### src/rtl/cdb_arbiter.sv
`default_nettype none
// ============================================================================
//  Module   : cdb_arbiter
//  Purpose  : Common-data-bus scheduler and result mux. Reserves future CDB
//             capture slots at grant time so results never collide, and
//             registers the selected channel's result onto the CDB.
//  Options  : CDB_ARB_BRANCH_EN - forward branch flags; branch results
//             suppress the tag broadcast (cdb_valid = 0).
//  Revision : 1.0  initial release
// ============================================================================
module cdb_arbiter #(
  parameter int                  NUM_CH  = 4,
  parameter int                  DATA_W  = 32,
  parameter int                  TAG_W   = 6,
  parameter logic [4*NUM_CH-1:0] CH_LAT  = 16'h1631,
  parameter logic [NUM_CH-1:0]   CH_PIPE = 4'b1011
) (
  input  logic                       clk,
  input  logic                       reset,
  input  logic [NUM_CH-1:0]          ch_req,
  output logic [NUM_CH-1:0]          ch_grant,
  input  logic [NUM_CH*DATA_W-1:0]   ch_data,
  input  logic [NUM_CH*TAG_W-1:0]    ch_tag,
  input  logic [NUM_CH-1:0]          ch_branch,
  input  logic [NUM_CH-1:0]          ch_branch_taken,
  output logic                       cdb_valid,
  output logic [DATA_W-1:0]          cdb_data,
  output logic [TAG_W-1:0]           cdb_tag,
  output logic                       cdb_branch,
  output logic                       cdb_branch_taken
);

  localparam int IDX_W = $clog2(NUM_CH);
  localparam int SLOTS = 16;

  // Slot reservation map and per-slot owning channel
  logic [SLOTS-1:0]  slot_q, slot_d;
  logic [SLOTS-1:0]  w_slot_sh;
  logic [IDX_W-1:0]  own_q [SLOTS];
  logic [IDX_W-1:0]  own_d [SLOTS];

  // Round-robin pointer
  logic [IDX_W-1:0]  rr_q, rr_d;

  // Non-pipelined occupancy counters
  logic [3:0]        busy_cnt_q [NUM_CH];
  logic [3:0]        busy_cnt_d [NUM_CH];
  logic [3:0]        w_cnt_dec  [NUM_CH];
  logic [3:0]        w_lat      [NUM_CH];
  logic [NUM_CH-1:0] w_busy;
  logic [NUM_CH-1:0] w_elig;

  // Arbitration scan results
  logic [NUM_CH-1:0] w_grant;
  logic              w_denied;
  logic              w_found;
  logic [IDX_W-1:0]  w_first;
  logic [SLOTS-1:0]  w_lat_used;
  logic [IDX_W:0]    w_idx_sum;
  logic [IDX_W-1:0]  w_idx;

  // Capture-side mux
  logic              w_cap;
  logic [IDX_W-1:0]  w_sel;
  logic [DATA_W-1:0] w_sel_data;
  logic [TAG_W-1:0]  w_sel_tag;
  logic              w_sel_br;
  logic              w_sel_tk;

  // Reservation view after this cycle's shift; bit 0 is the slot captured now
  assign w_slot_sh = {1'b0, slot_q[SLOTS-1:1]};
  assign w_cap     = w_slot_sh[0];
  assign w_sel     = own_q[1];

  for (genvar i = 0; i < NUM_CH; i++) begin : g_ch
    assign w_lat[i]     = CH_LAT[4*i +: 4];
    assign w_cnt_dec[i] = (busy_cnt_q[i] == 4'd0) ? 4'd0 : busy_cnt_q[i] - 4'd1;
    // Busy is judged on the decremented count so the channel frees up in
    // the same cycle its result is captured.
    assign w_busy[i]    = ~CH_PIPE[i] & (w_cnt_dec[i] != 4'd0);
    assign w_elig[i]    = ch_req[i] & ~w_slot_sh[w_lat[i]] & ~w_busy[i] & ~reset;
  end

  assign ch_grant = w_grant;

  // Rotating-priority scan; a later channel loses only to an earlier winner of equal latency
  always_comb begin
    w_grant    = '0;
    w_denied   = 1'b0;
    w_found    = 1'b0;
    w_first    = '0;
    w_lat_used = '0;
    w_idx_sum  = '0;
    w_idx      = '0;
    for (int j = 0; j < NUM_CH; j++) begin
      w_idx_sum = {1'b0, rr_q} + (IDX_W+1)'(j);
      if (w_idx_sum >= (IDX_W+1)'(NUM_CH)) begin
        w_idx_sum = w_idx_sum - (IDX_W+1)'(NUM_CH);
      end
      w_idx = w_idx_sum[IDX_W-1:0];
      if (w_elig[w_idx]) begin
        if (w_lat_used[w_lat[w_idx]]) begin
          w_denied = 1'b1;
        end else begin
          w_grant[w_idx]             = 1'b1;
          w_lat_used[w_lat[w_idx]] = 1'b1;
          if (!w_found) begin
            w_found = 1'b1;
            w_first = w_idx;
          end
        end
      end
    end
  end

  // Next-state for reservations, owners, pointer and busy counters
  always_comb begin
    slot_d = w_slot_sh;
    for (int k = 0; k < SLOTS-1; k++) begin
      own_d[k] = own_q[k+1];
    end
    own_d[SLOTS-1] = '0;
    for (int i = 0; i < NUM_CH; i++) begin
      busy_cnt_d[i] = w_cnt_dec[i];
      if (w_grant[i]) begin
        slot_d[w_lat[i]] = 1'b1;
        own_d[w_lat[i]]  = IDX_W'(i);
        busy_cnt_d[i]    = w_lat[i];
      end
    end
    rr_d = rr_q;
    if (w_denied) begin
      rr_d = (w_first == IDX_W'(NUM_CH-1)) ? '0 : w_first + 1'b1;
    end
  end

  // Result mux selecting the channel that owns the current capture slot
  always_comb begin
    w_sel_data = '0;
    w_sel_tag  = '0;
    w_sel_br   = 1'b0;
    w_sel_tk   = 1'b0;
    for (int i = 0; i < NUM_CH; i++) begin
      if (w_sel == IDX_W'(i)) begin
        w_sel_data = ch_data[i*DATA_W +: DATA_W];
        w_sel_tag  = ch_tag[i*TAG_W +: TAG_W];
        w_sel_br   = ch_branch[i];
        w_sel_tk   = ch_branch_taken[i];
      end
    end
  end

  // Scheduler state registers
  always_ff @(posedge clk) begin
    if (reset) begin
      slot_q <= '0;
      rr_q   <= '0;
      for (int k = 0; k < SLOTS; k++) begin
        own_q[k] <= '0;
      end
      for (int i = 0; i < NUM_CH; i++) begin
        busy_cnt_q[i] <= '0;
      end
    end else begin
      slot_q <= slot_d;
      rr_q   <= rr_d;
      for (int k = 0; k < SLOTS; k++) begin
        own_q[k] <= own_d[k];
      end
      for (int i = 0; i < NUM_CH; i++) begin
        busy_cnt_q[i] <= busy_cnt_d[i];
      end
    end
  end

  // CDB output registers; idle cycles broadcast all-zero
  always_ff @(posedge clk) begin
    if (reset || !w_cap) begin
      cdb_valid        <= 1'b0;
      cdb_data         <= '0;
      cdb_tag          <= '0;
      cdb_branch       <= 1'b0;
      cdb_branch_taken <= 1'b0;
    end else begin
      cdb_data <= w_sel_data;
      cdb_tag  <= w_sel_tag;
`ifdef CDB_ARB_BRANCH_EN
      cdb_valid        <= ~w_sel_br;
      cdb_branch       <= w_sel_br;
      cdb_branch_taken <= w_sel_tk;
`else
      cdb_valid        <= 1'b1;
      cdb_branch       <= 1'b0;
      cdb_branch_taken <= 1'b0;
`endif
    end
  end

  // Slot 0 of the stored map and owner is never read (latency is at least 1)
`ifdef CDB_ARB_BRANCH_EN
  logic w_unused;
  assign w_unused = ^{slot_q[0], own_q[0]};
`else
  logic w_unused;
  assign w_unused = ^{slot_q[0], own_q[0], w_sel_br, w_sel_tk};
`endif

endmodule
`default_nettype wire

### config.mk
export PLATFORM = sky130hd
export DESIGN_NAME = cdb_arbiter
export DESIGN_NICKNAME = d
export VERILOG_FILES = /design/src/rtl/cdb_arbiter.sv
export SDC_FILE = /design/constraint.sdc
export NUM_CORES = 1
export LEC_CHECK = 0
export CORE_ASPECT_RATIO = 0.6
export CORE_UTILIZATION = 37
export CTS_CLUSTER_DIAMETER = 150
export DETAILED_ROUTE_END_ITERATION = 7
export GPL_ROUTABILITY_DRIVEN = 0
export MAX_ROUTING_LAYER = met4
export PLACE_DENSITY = 0.8
export SLEW_MARGIN = 20
export SYNTH_ARGS = -nofsm -noshare
export SYNTH_HDL_FRONTEND = slang
export SYNTH_SLANG_ARGS = --single-unit
### constraint.sdc
create_clock -name clk -period 4.7 [get_ports clk]
set_input_delay 0.94 -clock clk [delete_from_list [all_inputs] [get_ports clk]]
set_output_delay 0.94 -clock clk [all_outputs]
set_load 0.01 [all_outputs]
# After elaboration in Yosys (flattened, before gate mapping)
# Memory sizes are Yosys's and may differ from the RTL's.
# Cells that the tools add are included.
word_totals:
  ff_bits: 48
  latch_bits: 0
  ramBits: 48
  mem_bits_ro: 16
  input_bits: 166
  output_inout_bits: 45
  word_cells: 238
  n_memories: 3
op_classes:
  add_sub_neg: 12
  mul: 0
  div: 0
  n_lt_le_gt_ge: 23
  eq_ne: 4
  n_shift: 0
  muxes: 133
  n_bitwise: 43
  n_reduce_logical: 15
memory_table:
  columns: ["name", "depth", "word_bits", "rd", "rd_ports_with_merged_regs", "wr", "line", "source"]
  rows:
  - ["own_q", 16, 2, 15, 0, 16, "39", "logic [IDX_W-1:0] own_q [SLOTS];"]
  - ["(no name shown)", 16, 1, 1, 0, 0, "102", "if (w_lat_used[w_lat[w_idx]]) begin"]
  - ["busy_cnt_q", 4, 4, 4, 0, 4, "46", "logic [3:0] busy_cnt_q [NUM_CH];"]
op_table:
  columns: ["op", "n"]
  rows:
  - ["$mux W32", 4]
  - ["$mux W4", 29]
  - ["$mux W16", 6]
  - ["$mux W2", 34]
  - ["$mux W30", 2]
  - ["$mux W1", 33]
  - ["$bmux W4 S2", 4]
  - ["$or A16 B16 Y16", 2]
  - ["$mux W26", 1]
  - ["$mux W6", 4]
  - ["$ge A3 B3 Y1 const B", 7]
  - ["$lt A4 B5 Y1 const B", 4]
  - ["$mux W20", 1]
  - ["$or A1 B1 Y1", 20]
  - ["$logic_not A4 Y1", 4]
  - ["$sub A4 B1 Y4 const B", 4]
  - ["$bmux W1 S4", 3]
  - ["$demux W1 S4", 3]
  - ["$ge A4 B1 Y1 const B", 3]
  - ["$lt A2 B3 Y1 const B", 4]
  - ["$not A2 Y3", 4]
  - ["$or A4 B4 Y4", 3]
  - ["$and A1 B1 Y1", 9]
  - ["$bmux W1 S2", 4]
  - ["17 further kinds", 38]

# Depth between registers and ports, before layout
logic_depth:
  depth_word: 29
  mapped_depth: 12
  mapped_depth_nobuf: 10

# Worst setup path before layout
# OpenSTA, ideal clock, no wires.
synth_path:
  path_kind: "input-to-output"
  from: "in reset"
  to: "out ch_grant[1]"
  t_arrival_ns: 2.825
  t_required_ns: 3.760
  path_slack_ns: 0.935
  stages: 8
  path_cell_list: "or4bb_1 -> and2_4 -> mux2i_2 -> a221o_1 -> o22ai_2 -> mux2_2 -> a31o_4 -> buf_4"
synth_via:
  elab_chain_cells: 17
synth_rtl:
  columns: ["item", "line", "source"]
  rows:
  - ["start, declared", "19", "input logic reset,"]
  - ["$not A1 Y1 (*)", "81", "assign w_elig[i] = ch_req[i] & ~w_slot_sh[w_lat[i]] & ~w_busy[i] & ~reset;"]
  - ["$and A1 B1 Y1", "81", null]
  - ["$bmux W1 S2", "101", "if (w_elig[w_idx]) begin"]
  - ["$mux W1 (implied by the code)", "101", null]
  - ["$mux W16", "101", null]
  - ["$bmux W1 S4", "102", null]
  - ["$mux W1 (implied by the code)", "102", null]
  - ["$mux W16", "102", null]
  - ["$mux W16", "101", null]
  - ["$bmux W1 S4", "102", null]
  - ["$mux W1 (implied by the code)", "102", null]
  - ["$mux W16", "102", null]
  - ["$mux W16", "101", null]
  - ["$bmux W1 S4", "102", null]
  - ["$mux W1 (implied by the code)", "102", null]
  - ["$mux W4", "102", null]
  - ["$mux W4 (*)", "101", null]
  - ["end, declared", "21", "output logic [NUM_CH-1:0] ch_grant,"]
# Mark *: on every way between the ends. The rest lies on a longest branch, timed or not. The select of a mux whose other input is x is not followed.

# Final worst setup path
layout_path:
  from: "in ch_req[1]"
  to: "out ch_grant[1]"
layout_via:
  elab_chain_cells: 17
layout_rtl:
  columns: ["item", "line", "source"]
  rows:
  - ["start, declared", "20", "input logic [NUM_CH-1:0] ch_req,"]
  - ["$and A1 B1 Y1 (*) (2 in a row)", "81", null]
  - ["$bmux W1 S2", "101", null]
  - ["$mux W1 (implied by the code)", "101", null]
  - ["$mux W16", "101", null]
  - ["$bmux W1 S4", "102", null]
  - ["$mux W1 (implied by the code)", "102", null]
  - ["$mux W16", "102", null]
  - ["$mux W16", "101", null]
  - ["$bmux W1 S4", "102", null]
  - ["$mux W1 (implied by the code)", "102", null]
  - ["$mux W16", "102", null]
  - ["$mux W16", "101", null]
  - ["$bmux W1 S4", "102", null]
  - ["$mux W1 (implied by the code)", "102", null]
  - ["$mux W4", "102", null]
  - ["$mux W4 (*)", "101", null]
# Marked as above.

==> results.py <==
metrics = {
    "sta": {
        "final_hold_viol_count": 0,
        "holdWs_ps": 431,
        "fin_crit_ps": 4630,
        "layout_setup_ws_ps": 71.2,
        "max-slew-margin-rel_pct": 31.4,
        "setup_viol": 0,
        "fmax_ghz": 0.216,
        "rsz0062_at_grt": "false",
        "min_period_over_period_pct": 98.5,
        "worst_pin_slew_ps": 1030,
        "fin_skew_ps": 2.48,
        "slew_violations": 0,
        "setup_tns_ps": 0,
    },
    "clock_network": {
        "htree_num_levels": 3,
        "cts_sinks": 57,
        "cts_root_buffer": "clkbuf_16",
        "cts_setup_buffers": 0,
        "holdBufCountCts": 0,
        "clkTransAtPathRegs_ps": 50,
        "tritoncts": "yes",
        "clk_path_buf_depth": 2,
        "clk_latency_ps": 310,
        "cts_made_buffers": 9,
    },
    "yosys": {
        "synth_cell_type_count": 70,
        "synth-compound-area-share_pct": 12.2,
        "synth_top_cell_area_share_pct": 34.3,
        "yosysMostFrequentCell": "dfxtp_1",
        "synth_mux_area_share_pct": 27.7,
        "synthAdderAreaFrac_pct": 3.01,
        "synth_edf_count": 0,
        "syn_area_per_cell_um2": 11.9,
        "netlist_area_um2": 3330,
        "synth-xor-area-share_pct": 0.263,
        "synthSimpleGateAreaFrac_pct": 17.2,
        "synthTopCellsByArea": "dfxtp_1 (34%), mux4_2 (26%), nor2b_1 (7.7%)",
        "ys_ff_latch": 57,
        "yosysSeqAreaShare_pct": 34.3,
        "ys.flop_type": "dfxtp_1",
        "async_reset_ff_share_pct": 0,
        "synth_common_cells": "dfxtp_1 (57), nor2b_1 (41), mux4_2 (38), clkbuf_1 (12), a21oi_1 (11)",
        "synthCells": 279,
        "synth_top_family_by_area": "multiplexers",
        "yosysWarnings": 0,
        "yosysTopAreaCell": "dfxtp_1",
    },
    "hold_path": {
        "hold-path-endpoint": "slot_q[5]",
        "min_from": "own_q[0][13]",
        "hold_path.class": "flop to flop",
        "hold_depth": 1,
    },
    "setup_path": {
        "crit_path_frequent_cell": "clkdlybuf4s50_1",
        "critPathRequiredTime_ps": 3760,
        "timing.rr.end": "rr_q[1]",
        "end_kind": "primary output",
        "reg2reg_depth": 9,
        "critical_path.cell_chain": "clkdlybuf4s50_1 -> or4bb_4 -> and2_4 -> mux2i_4 -> a221o_1 -> o22ai_2 -> mux2_4 -> a31o_4 -> clkdlybuf4s50_1",
        "arrival_ps": 3690,
        "cp_slowest_cell": "or4bb_4",
        "critical_path_class": "primary input to primary output",
        "cp_max_fo": 5,
        "crit_family": "buffers and inverters",
        "critPathMaxStageDelay_ps": 550,
        "cp_num_buf_inv": 2,
        "start_kind": "primary input",
        "rr_startpoint": "rr_q[1]",
        "r2r_slack_ps": 1540,
        "startpoint": "ch_req[1]",
    },
    "final_layout": {
        "diodes": 0,
        "n_fill_cell": 649,
        "layout-drive-gt1-share_pct": 20.9,
        "final_net_count": 665,
        "instances_no_fill": 606,
        "area_delta_synth_final_pct": 76.4,
    },
    "route": {
        "vias_per_cell": 5.18,
        "vias": 3140,
        "drt_wl_total_um": 10500,
        "drt_iter0_markers": 144,
        "dr.pass1.iters": 5,
        "wl_met1_um": 4290,
        "drc": 0,
        "ant_nets": 0,
        "wl_per_cell_um": 17.4,
        "top_layer": "met4",
        "wl_met3_um": 900,
        "wl_met2_um": 5280,
    },
    "floorplanning": {
        "coreArea_um2": 8620,
        "die_w_um": 124,
        "chipHeight_um": 75.4,
        "dieArea_um2": 9380,
        "start_util_pct": 38.6,
        "pin_count": 211,
        "rows": 26,
    },
    "global_route": {
        "grt_pass1_vias": 3126,
        "gr-usage-all-layers_pct": 22.6,
        "grt_pass1_wl_um": 15700,
        "grt-ovfl-total": 0,
        "grt_start_max_net_pins": 39,
        "antenna_found_initial": 0,
    },
    "pwr": {
        "peakVddDrop_mv": 0.223,
        "powerDensity_nw_per_um2": 416,
        "p_leak_nw": 2.16,
        "finalPower_w": 0.00244,
    },
    "placement": {
        "dp.cells": 592,
        "place_hpwl_um": 8490,
        "port_buffers": 200,
        "pre_cts_ws_ps": -70.0,
    },
    "run": {
        "drv_cap": 0,
    },
    "outcome": {
        "status": "finished clean",
    },
}
-- report_power, final --
part	switching (W)	internal, W	leakage, nW
Clock	0.000201	0.000484	0.157
Sequential	0.0000851	0.000581	0.466
Combinational	0.000440	0.000645	1.54
Total	0.000726	0.00171	2.16
-- cell usage in the layout, fill, tap and decap left out, types with 3 or more instances in the layout --
cell	netlist	routed
a21oi_1	11	11
nor2b_1	41	41
buf_4	4	23
clkdlybuf4s50_1	0	199
dfxtp_1	57	55
a221o_1	3	3
mux4_2	38	38
nor3_1	3	3
inv_1	10	10
clkbuf_16	0	9
nand3_1	3	3
nor2_1	4	4
ha_1	8	7
mux2i_1	3	3
nand2_1	9	9
-- how the worst max path moves through the flow --
stage / end / slack [ps] / cells after the start
2_1_floorplan: ch_grant[1] / 940 / 8
4_1_cts: ch_grant[1] / 20 / 9
3_3_place_gp: ch_grant[1] / -3 / 9
6_report: ch_grant[1] / 70 / 9
5_1_grt: ch_grant[1] / 4 / 9
3_5_place_dp: ch_grant[1] / -70 / 9
-- timing repair --
item	CTS	global route
setup endpoints to repair	3	3
resized for setup	2	5
pin swaps	0	1
cloned	0	0
-- cell type report --
type	count	area (um^2)	share of cell area, %
Inverter	13	52.6	0.896
Clock buffer	11	253	4.31
Multi-Input combinational cell	187	2040	34.7
Clock inverter	3	65.1	1.11
Sequential cell	57	1140	19.5
Timing Repair Buffer	223	2170	37.1
Tap cell	112	140	2.39
-- state kept, by name (all words and copies together), names as in the netlist --
name and cells:
busy_cnt_q 4, cdb_data 32, cdb_tag 6, cdb_valid 1, own_q 7, rr_q 2, slot_q 5
-- stage by stage --
stage | util [%] | cell area, um^2
final | 68.0 | 5870
after floorplan | - | 3330
after global placement | 64.0 | 5520
after detailed placement | 64.0 | 5520
after CTS | 67.8 | 5840
after global routing | 68.0 | 5870
-- kinds of logic (layout without fill, tap and decap cells) --
group	Yosys count	in the layout
XOR/XNOR	1	1
AND/OR/NAND/NOR	85	85
AO/OA/AOI/OAI	47	47
multiplexers	44	44
buffers and inverters	36	250
other	1	2
flip-flops	57	57
adder cells (fa/ha/maj)	8	8
-- metal layers --
metal / up-vias / global-route usage [%]
met5: - / -
met4: 0 / 4.55
li1: 1481 / -
met3: 4 / 6.95
met1: 1499 / 26.5
met2: 156 / 39.1
Power figures use the tool's default switching activity.
==> RTL change (config.mk and constraints unchanged) <==
Make the reset (`reset`) asynchronous in one clocked block.
--- a/src/rtl/cdb_arbiter.sv
+++ b/src/rtl/cdb_arbiter.sv
@@ -152,5 +152,5 @@
 
   // Scheduler state registers
-  always_ff @(posedge clk) begin
+  always_ff @(posedge clk or posedge reset) begin
     if (reset) begin
       slot_q <= '0;
Behaviour: no difference found for any inputs over 4 cycles, from zero or initial values and one cycle with reset high; that may be too few to reach the edited logic, so the function may still have changed.
==> RTL change against the original RTL <==
  * Cell area is 0.32% higher
  * Wire length rose by 17%
  * Non-clock buffer count fell by 10
  * Sequential cell count did not move
  * Maximum frequency up 2.0%
  * Synthesized area grew 2.6%
  * Power increased by 38%
  * Sequential power increased by 25%
  * Worst setup slack improved by 0.089 ns
  * Largest cell class unchanged
==> RTL change: results (changes against the original RTL) <==
Outcome - completed
Mux contribution to synthesized area - 26.67% (-1.1 points)
Multi-input combinational cell count - 189 (+1.1%)
Hold Startpoint - own_q[25]$_DFF_PP0_
Static Leak - 2.425 nW (+12%)
Clk tree area frac - 5.486% (+0.068 points)
Largest net degree at the start of global routing - 58 (+49%)
Drt via density - 5.495 (+6.0%)
Drt pass-1 iters - 8 (+3)
Worst Path Max Fanout - 14 (+9)
Comb. pwr - 1.82 mW (+67%)
Slowest CP cell - or4bb_1
Int Power - 2.126 mW (+24%)
Leading registers by flop count - cdb_data: 32 flops, cdb_tag: 6 flops
Overall routing resource usage - 26.68% (+4.1 points)
DR WL met2 - 6.151 mm (+16%)
Netlist cell types - 66 (-5.7%)
Syn_area_per_cell - 12.14 um^2 (+1.8%)
Grt met3 use - 7.514% (+0.56 points)
Placed cell areas - 0.005515 mm^2 (about the same)
Fill count - 660 (+1.7%)
Synth Area in Compound Gates - 11.01% (-1.1 points)
Buffering overhead - 35.81% (-1.2 points)
Worst Path Arrival - 3.60 ns (-0.09 ns)
Synth Area in XOR/XNOR - 0.5136% (+0.25 points)
Vias in the first global route - 3,255 (+4.1%)
Fraction of area in multi-input gates - 34.68% (-0.068 points)
Initial DRC count - 281 (+95%)
DR WL met3 - 780 um (-13%)
Max VDD drop - 303.2 uV (+36%)
Met2 usage - 42.71% (+3.6 points)
Drt total wl - 12.33 mm (+17%)
Top area cells in the synthesized netlist - mux4_2 25%, dfxtp_1 23%, dfrtp_1 13%
Clk network pwr share - 20.8% (-7.3 points)
Wire length of the first global-routing pass - 18.96 mm (+21%)
Synth Area in Adders - 2.935% (-0.075 points)
Pre-CTS WS - -0.01604 ns (+0.05394 ns)
M1 WL - 5.257 mm (+23%)
Overall Power - 3.353 mW (+38%)
Post-DP HPWL - 9.454 mm (+11%)
Area of the multi-input gates - 0.002041 mm^2 (+0.12%)
Synth async-reset ratio - 31.58% (+32 points)
Number of non-clock buffers - 213 (-4.5%)
[RTL change: cell types whose count changed after synthesis, sizes merged, moves of 3 or more]
cell	before	now
dfrtp	0	18
o21ai	4	7
or3	0	3
o21a	3	0
nor2b	41	0
a32oi	0	3
and2	4	1
nor2	4	10
and3	2	40
dfxtp	57	39
a21oi	11	6
[RTL change: final timing paths]
kind | end | slack [ns] | cells after the start
worst max-delay path | ch_grant[2] | 0.16 | 10
worst min-delay path | own_q[27]$_DFF_PP0_ | 0.34 | 0
worst max register to register | slot_q[1]$_DFF_PP0_ | 1.41 | 10
worst min register to register | own_q[27]$_DFF_PP0_ | 0.34 | 0
max in group asynchronous | w_sel[0]$_DFF_PP0_ | 3.04 | 4
min in group asynchronous | rr_q[1]$_DFFE_PP0P_ | 1.24 | 4
[RTL change: what timing repair did]
action	CTS	global route
buffers inserted	0	1
pin swaps	0	2
endpoints found under the hold margin	0	0
setup endpoints to repair	1	4
gates resized for setup	1	8
